## config.mk

```make
export PLATFORM = sky130hd
export DESIGN_NAME = background_line_fetcher
export DESIGN_NICKNAME = d
export VERILOG_FILES = /design/src/rtl/background_line_fetcher.sv
export SDC_FILE = /design/constraint.sdc
export NUM_CORES = 1
export LEC_CHECK = 0
export CORE_MARGIN = 2
export CORE_UTILIZATION = 68
export DETAILED_ROUTE_END_ITERATION = 8
export PLACE_DENSITY_LB_ADDON = 0.05
export RECOVER_POWER = 100
export SETUP_SLACK_MARGIN = 0.2
export SLEW_MARGIN = 30
export SYNTH_ARGS = -nofsm -noshare
export SYNTH_HDL_FRONTEND = slang
export SYNTH_SLANG_ARGS = --single-unit
```

## constraint.sdc

```tcl
create_clock -name i_clk -period 14.62 [get_ports i_clk]
set_input_delay 2.193 -clock i_clk [delete_from_list [all_inputs] [get_ports i_clk]]
set_output_delay 2.193 -clock i_clk [all_outputs]
set_load 0.01 [all_outputs]
```

## src/rtl/background_line_fetcher.sv

```systemverilog
// Background map row fetcher: walks one COLS-entry map row per video line into a
// double-buffered line buffer. Optional macro BG_FETCH_CHECKSUM_EN adds o_line_sum.
module background_line_fetcher #(
    parameter int COLS      = 120,
    parameter int ROWS      = 68,
    parameter int ADDR_W    = 13,
    parameter int DATA_W    = 6,
    parameter int FILL_DATA = 12
) (
    input  logic              i_clk,
    input  logic              i_rst,
    input  logic              i_line_start,
    input  logic [6:0]        i_line_num,
    output logic [ADDR_W-1:0] o_address,
    input  logic [DATA_W-1:0] i_data,
    input  logic [6:0]        i_rd_col,
    output logic [DATA_W-1:0] o_pixel_data,
    output logic              o_busy,
    output logic              o_fetch_done,
    output logic              o_front_valid,
    output logic              o_underrun
`ifdef BG_FETCH_CHECKSUM_EN
    ,
    output logic [12:0]       o_line_sum
`endif
);

    localparam logic [6:0]        LAST_COL = 7'(COLS - 1);
    localparam logic [6:0]        COLS_L   = 7'(COLS);
    localparam logic [6:0]        ROWS_L   = 7'(ROWS);
    localparam logic [DATA_W-1:0] FILL     = DATA_W'(FILL_DATA);

    typedef enum logic [1:0] {IDLE, FETCH, DRAIN, DONE} state_t;
    state_t state_q, state_d;

    logic [ADDR_W-1:0] base_q;
    logic [6:0]        col_q, col_d_q;
    logic              wr_vld_q, oor_q, bank_q;
    logic [DATA_W-1:0] mem [2][COLS];
    logic [DATA_W-1:0] wdata;
    logic [13:0]       start_base;
    logic              start_oor, swap, abort;

    // row*120 without a multiplier
    assign start_base = ({7'd0, i_line_num} << 7) - ({7'd0, i_line_num} << 3);
    assign start_oor  = (i_line_num >= ROWS_L);
    assign swap       = i_line_start && (state_q == DONE);
    assign abort      = i_line_start && (state_q == FETCH || state_q == DRAIN);
    assign wdata      = oor_q ? FILL : i_data;
    assign o_busy     = (state_q == FETCH) || (state_q == DRAIN);

    always_ff @(posedge i_clk) begin
        if (i_rst) state_q <= IDLE;
        else       state_q <= state_d;
    end

    always_comb begin
        state_d = state_q;
        case (state_q)
            FETCH:   if (col_q == LAST_COL) state_d = DRAIN;
            DRAIN:   state_d = DONE;
            default: state_d = state_q;
        endcase
        if (i_line_start) state_d = FETCH;
    end

    always_ff @(posedge i_clk) begin
        if (i_rst) begin
            o_address     <= '0;
            base_q        <= '0;
            col_q         <= '0;
            col_d_q       <= '0;
            wr_vld_q      <= 1'b0;
            oor_q         <= 1'b0;
            bank_q        <= 1'b0;
            o_fetch_done  <= 1'b0;
            o_front_valid <= 1'b0;
            o_underrun    <= 1'b0;
        end else begin
            col_d_q      <= col_q;
            // a restart discards the in-flight capture so the new row starts clean
            wr_vld_q     <= (state_q == FETCH) && !i_line_start;
            o_fetch_done <= (state_q == DRAIN) && !i_line_start;
            if (i_line_start) begin
                col_q     <= '0;
                oor_q     <= start_oor;
                base_q    <= start_oor ? '0 : ADDR_W'(start_base);
                o_address <= start_oor ? '0 : ADDR_W'(start_base);
                if (swap) begin
                    bank_q        <= ~bank_q;
                    o_front_valid <= 1'b1;
                end
                if (abort) o_underrun <= 1'b1;
            end else if (state_q == FETCH && col_q != LAST_COL) begin
                col_q <= col_q + 7'd1;
                if (!oor_q) o_address <= base_q + ADDR_W'(col_q) + ADDR_W'(1);
            end
        end
    end

    // back bank is ~bank_q, front is bank_q: reads and writes never collide
    always_ff @(posedge i_clk) begin
        if (wr_vld_q) mem[~bank_q][col_d_q] <= wdata;
    end

    always_ff @(posedge i_clk) begin
        if (i_rst)                                   o_pixel_data <= FILL;
        else if (i_rd_col >= COLS_L || !o_front_valid) o_pixel_data <= FILL;
        else                                         o_pixel_data <= mem[bank_q][i_rd_col];
    end

`ifdef BG_FETCH_CHECKSUM_EN
    logic [12:0] sum_q;

    always_ff @(posedge i_clk) begin
        if (i_rst) begin
            sum_q      <= '0;
            o_line_sum <= '0;
        end else begin
            if (i_line_start)  sum_q <= '0;
            else if (wr_vld_q) sum_q <= sum_q + 13'(wdata);
            // include the final entry being written in DRAIN
            if (state_q == DRAIN && !i_line_start) o_line_sum <= sum_q + 13'(wdata);
        end
    end
`endif

endmodule
```

==> flow_summary.yaml <==
status:
  run_status: "finished, violations left"
  violations: "capacitance limit, slew limit"
cts:
  max-clock-path-buffers: 3
  cts.sinks: 1492
  worst_skew_pair.late_latency_ps: 770
  clock_tree.root_cell: "clkbuf_16"
  clk_pin_slew_worst_paths_ps: 60
  cts_hold_repair.buffers: 0
  post_cts_resize_count: 0
  postCtsSetupBuffers: 0
  cts_inserted_buffers: 144
  depth_of_the_cts_h_tree: 4
  tritoncts: "done"
die:
  die_width_um: 299.3
  die_outline_height_um: 299.3
  fp-row-count: 108
  design.core.area_mm2: 0.08662
  floorplan.die_area_mm2: 0.08960
  ioPinCount: 46
  floorplan.initialDensity_pct: 68.47
logic_synthesis:
  synth_edf_count: 1440
  synth.top_cell.area_share_pct: 72.91
  synth.most_common_cell: "edfxtp_1"
  yosys-top-cells-count: "1440 x edfxtp_1, 310 x nor2_1, 257 x mux4_2, 173 x mux2i_1, 96 x nand2_1"
  synthTopCellsByArea: "edfxtp_1 73%, mux4_2 9.8%, mux2i_1 2.9%, nor2_1 2.0%, dfxtp_1 1.8%"
  post_synth.cell_area_avg_um2: 18.85
  ys_async_sr_fraction_pct: 0
  yosys.area_share.adder_pct: 0.2532
  synth_largest_area_cell: "edfxtp_1"
  synth_xor_xnor_area_share_pct: 0.2215
  synth_cell_type_count: 79
  dominant_combinational_cell_family_by_area_after_synthesis: "multiplexers"
  synthCells: 3147
  yosys.area_share.simple_pct: 4.451
  synth.yosys.warnings: 0
  synth.yosys.seq_area_share_pct: 74.67
  multiplexer_share_of_the_synthesized_area_pct: 14.20
  synth_area_mm2: 0.05931
  yosys_most_used_dff: "edfxtp_1"
  synth_compound_area_share_pct: 4.243
  synth_seq_cells: 1492
  synth_nets: 3182
drt:
  drcViolationCount: 0
  detail_route.wirelength_mm: 148.3
  dr_vias: 31675
  drt-vias-per-instance: 7.070
  drtPass1Iterations: 9
  ant_nets: 0
  mean_routed_wirelength_per_cell_um: 33.09
  drt_iter0_drc: 4331
timing:
  final_max_slew_viol_count: 1382
  fmaxAchievable_mhz: 105.7
  finalSetupViolCount: 0
  slew-limit-headroom_pct: -244.0
  final.setup.tns_ps: 0
  min_period_over_period_pct: 64.69
  setup_repair_after_global_routing_missed_its_margin: "false"
  fin_worst_skew_ps: 26.00
  layout_min_cycle_time_ps: 9457
  worst_slew_pin_slew_ps: 5161
  hold_viol_final: 0
power_and_ir_drop:
  design_power_total_uw: 8796
  powerDensity_mw_per_mm2: 134.8
  peakVddDrop_mv: 0.1229
  cellLeakagePower_uw: 0.02007
worst_setup_path:
  worstPathCellList: "dlygate4sd3_1 -> or2_0 -> clkbuf_1 -> buf_4"
  timing.setup.critical_path_class: "in2reg"
  arrival_ps: 9860
  timing.critical_path.from_type: "primary input"
  cp_data_required_time_ps: 15020
  crit_path_max_fanout: 84
  slowest_stage: "or2_0"
  critPathCaptureType: "flop"
  timing.critical_path.slowest_cell_delay_ps: 3130
final_layout:
  area_delta_synth_final_pct: 10.01
  final_net_count: 3242
  drive_gt1_share_pct: 16.53
  fin_area_mm2: 0.06524
placement:
  postPlaceCellArea_mm2: 0.06067
  place_congestion: 0.8761
  hpwl_dp_mm: 86.95
  numPortBuffers: 45
global_routing:
  grt_first_pass_wirelength_mm: 214.7
  track_usage_pct: 33.73
  first_global_vias: 31339
  grt_antenna_before_repair: 3
  grt_start_max_net_pins: 241
  globalRouteOverflowTotal: 0
run:
  drv.max_cap_violation_count: 29
hold_path:
  hp-class: "reg2reg"
flip-flops by register name, summed over array words and instances, names as in the netlist, named ones only:
signal and count:
mem 1440, o_address 13, base_q 10, col_d_q 7
col_q 7, o_pixel_data 6, state_q 2, bank_q 1
o_fetch_done 1, o_front_valid 1, o_underrun 1, oor_q 1
wr_vld_q 1
power breakdown:
group / internal [uW] / total (uW) / switching [uW]
registers: 4730 / 4740 / 5.40
logic: 109 / 375 / 266
clock network: 2120 / 3680 / 1570
total: 6960 / 8800 / 1840
cells by family after synthesis:
logic type	count (synthesis)
xor+xnor	15
simple gates	586
flops	1492
mux	477
buf+inv	211
fa+ha+maj	12
compound gates	354
critical path: cells and delay by family:
family / cells / cell delay [ps]
simple gates: 1 / 3130
buf+inv: 3 / 4370
layout by cell type (no fill, tap or decap), types with 29 or more instances in the layout:
cell type / n
a21oi_1: 70
a22oi_1: 54
buf_4: 32
clkbuf_1: 57
clkbuf_16: 148
dfxtp_1: 51
dlygate4sd3_1: 32
edfxtp_1: 1440
mux2i_1: 173
mux4_2: 257
nand2_1: 96
nand3_1: 41
nor2_1: 309
o21ai_0: 29
stage by stage:
step	hold slack (ps)	util (%)	worst slack [ps]	cells
after floorplan	454.7	-	5285	3147
after global placement	451.0	70.03	8385	4213
after detailed placement	471.3	70.04	8304	4213
after CTS	487.8	75.41	9084	4474
after global routing	510.7	75.31	4561	4477
final	480.7	75.32	5163	4480
layout make-up:
class / count / area, um2
Fill cell: 4844 / 21370
Tap cell: 1155 / 1445
Antenna cell: 3 / 7.507
Timing Repair Buffer: 102 / 857.1
Clock inverter: 73 / 758.2
Multi-Input combinational cell: 1444 / 13910
Clock buffer: 188 / 3894
Sequential cell: 1492 / 44290
Inverter: 23 / 86.33
per-layer routing:
metal	vias up	routed length [um]	track usage [%]
li1	12927	-	-
met1	16357	55080	47.76
met2	2061	70450	51.78
met3	328	16930	8.589
met4	2	5790	13.01
met5	-	9	0
final timing paths:
check / end / cells past startpoint / from / slack (ps)
hold reg to reg: o_address[1] / 2 / o_address[1] / 480
setup reg to reg: mem[1][339] / 3 / oor_q / 6550
hold / removal: o_address[1] / 2 / o_address[1] / 480
setup / recovery: mem[1][339] / 4 / i_data[3] / 5160
No activity file was read; power rests on OpenSTA's default activity.
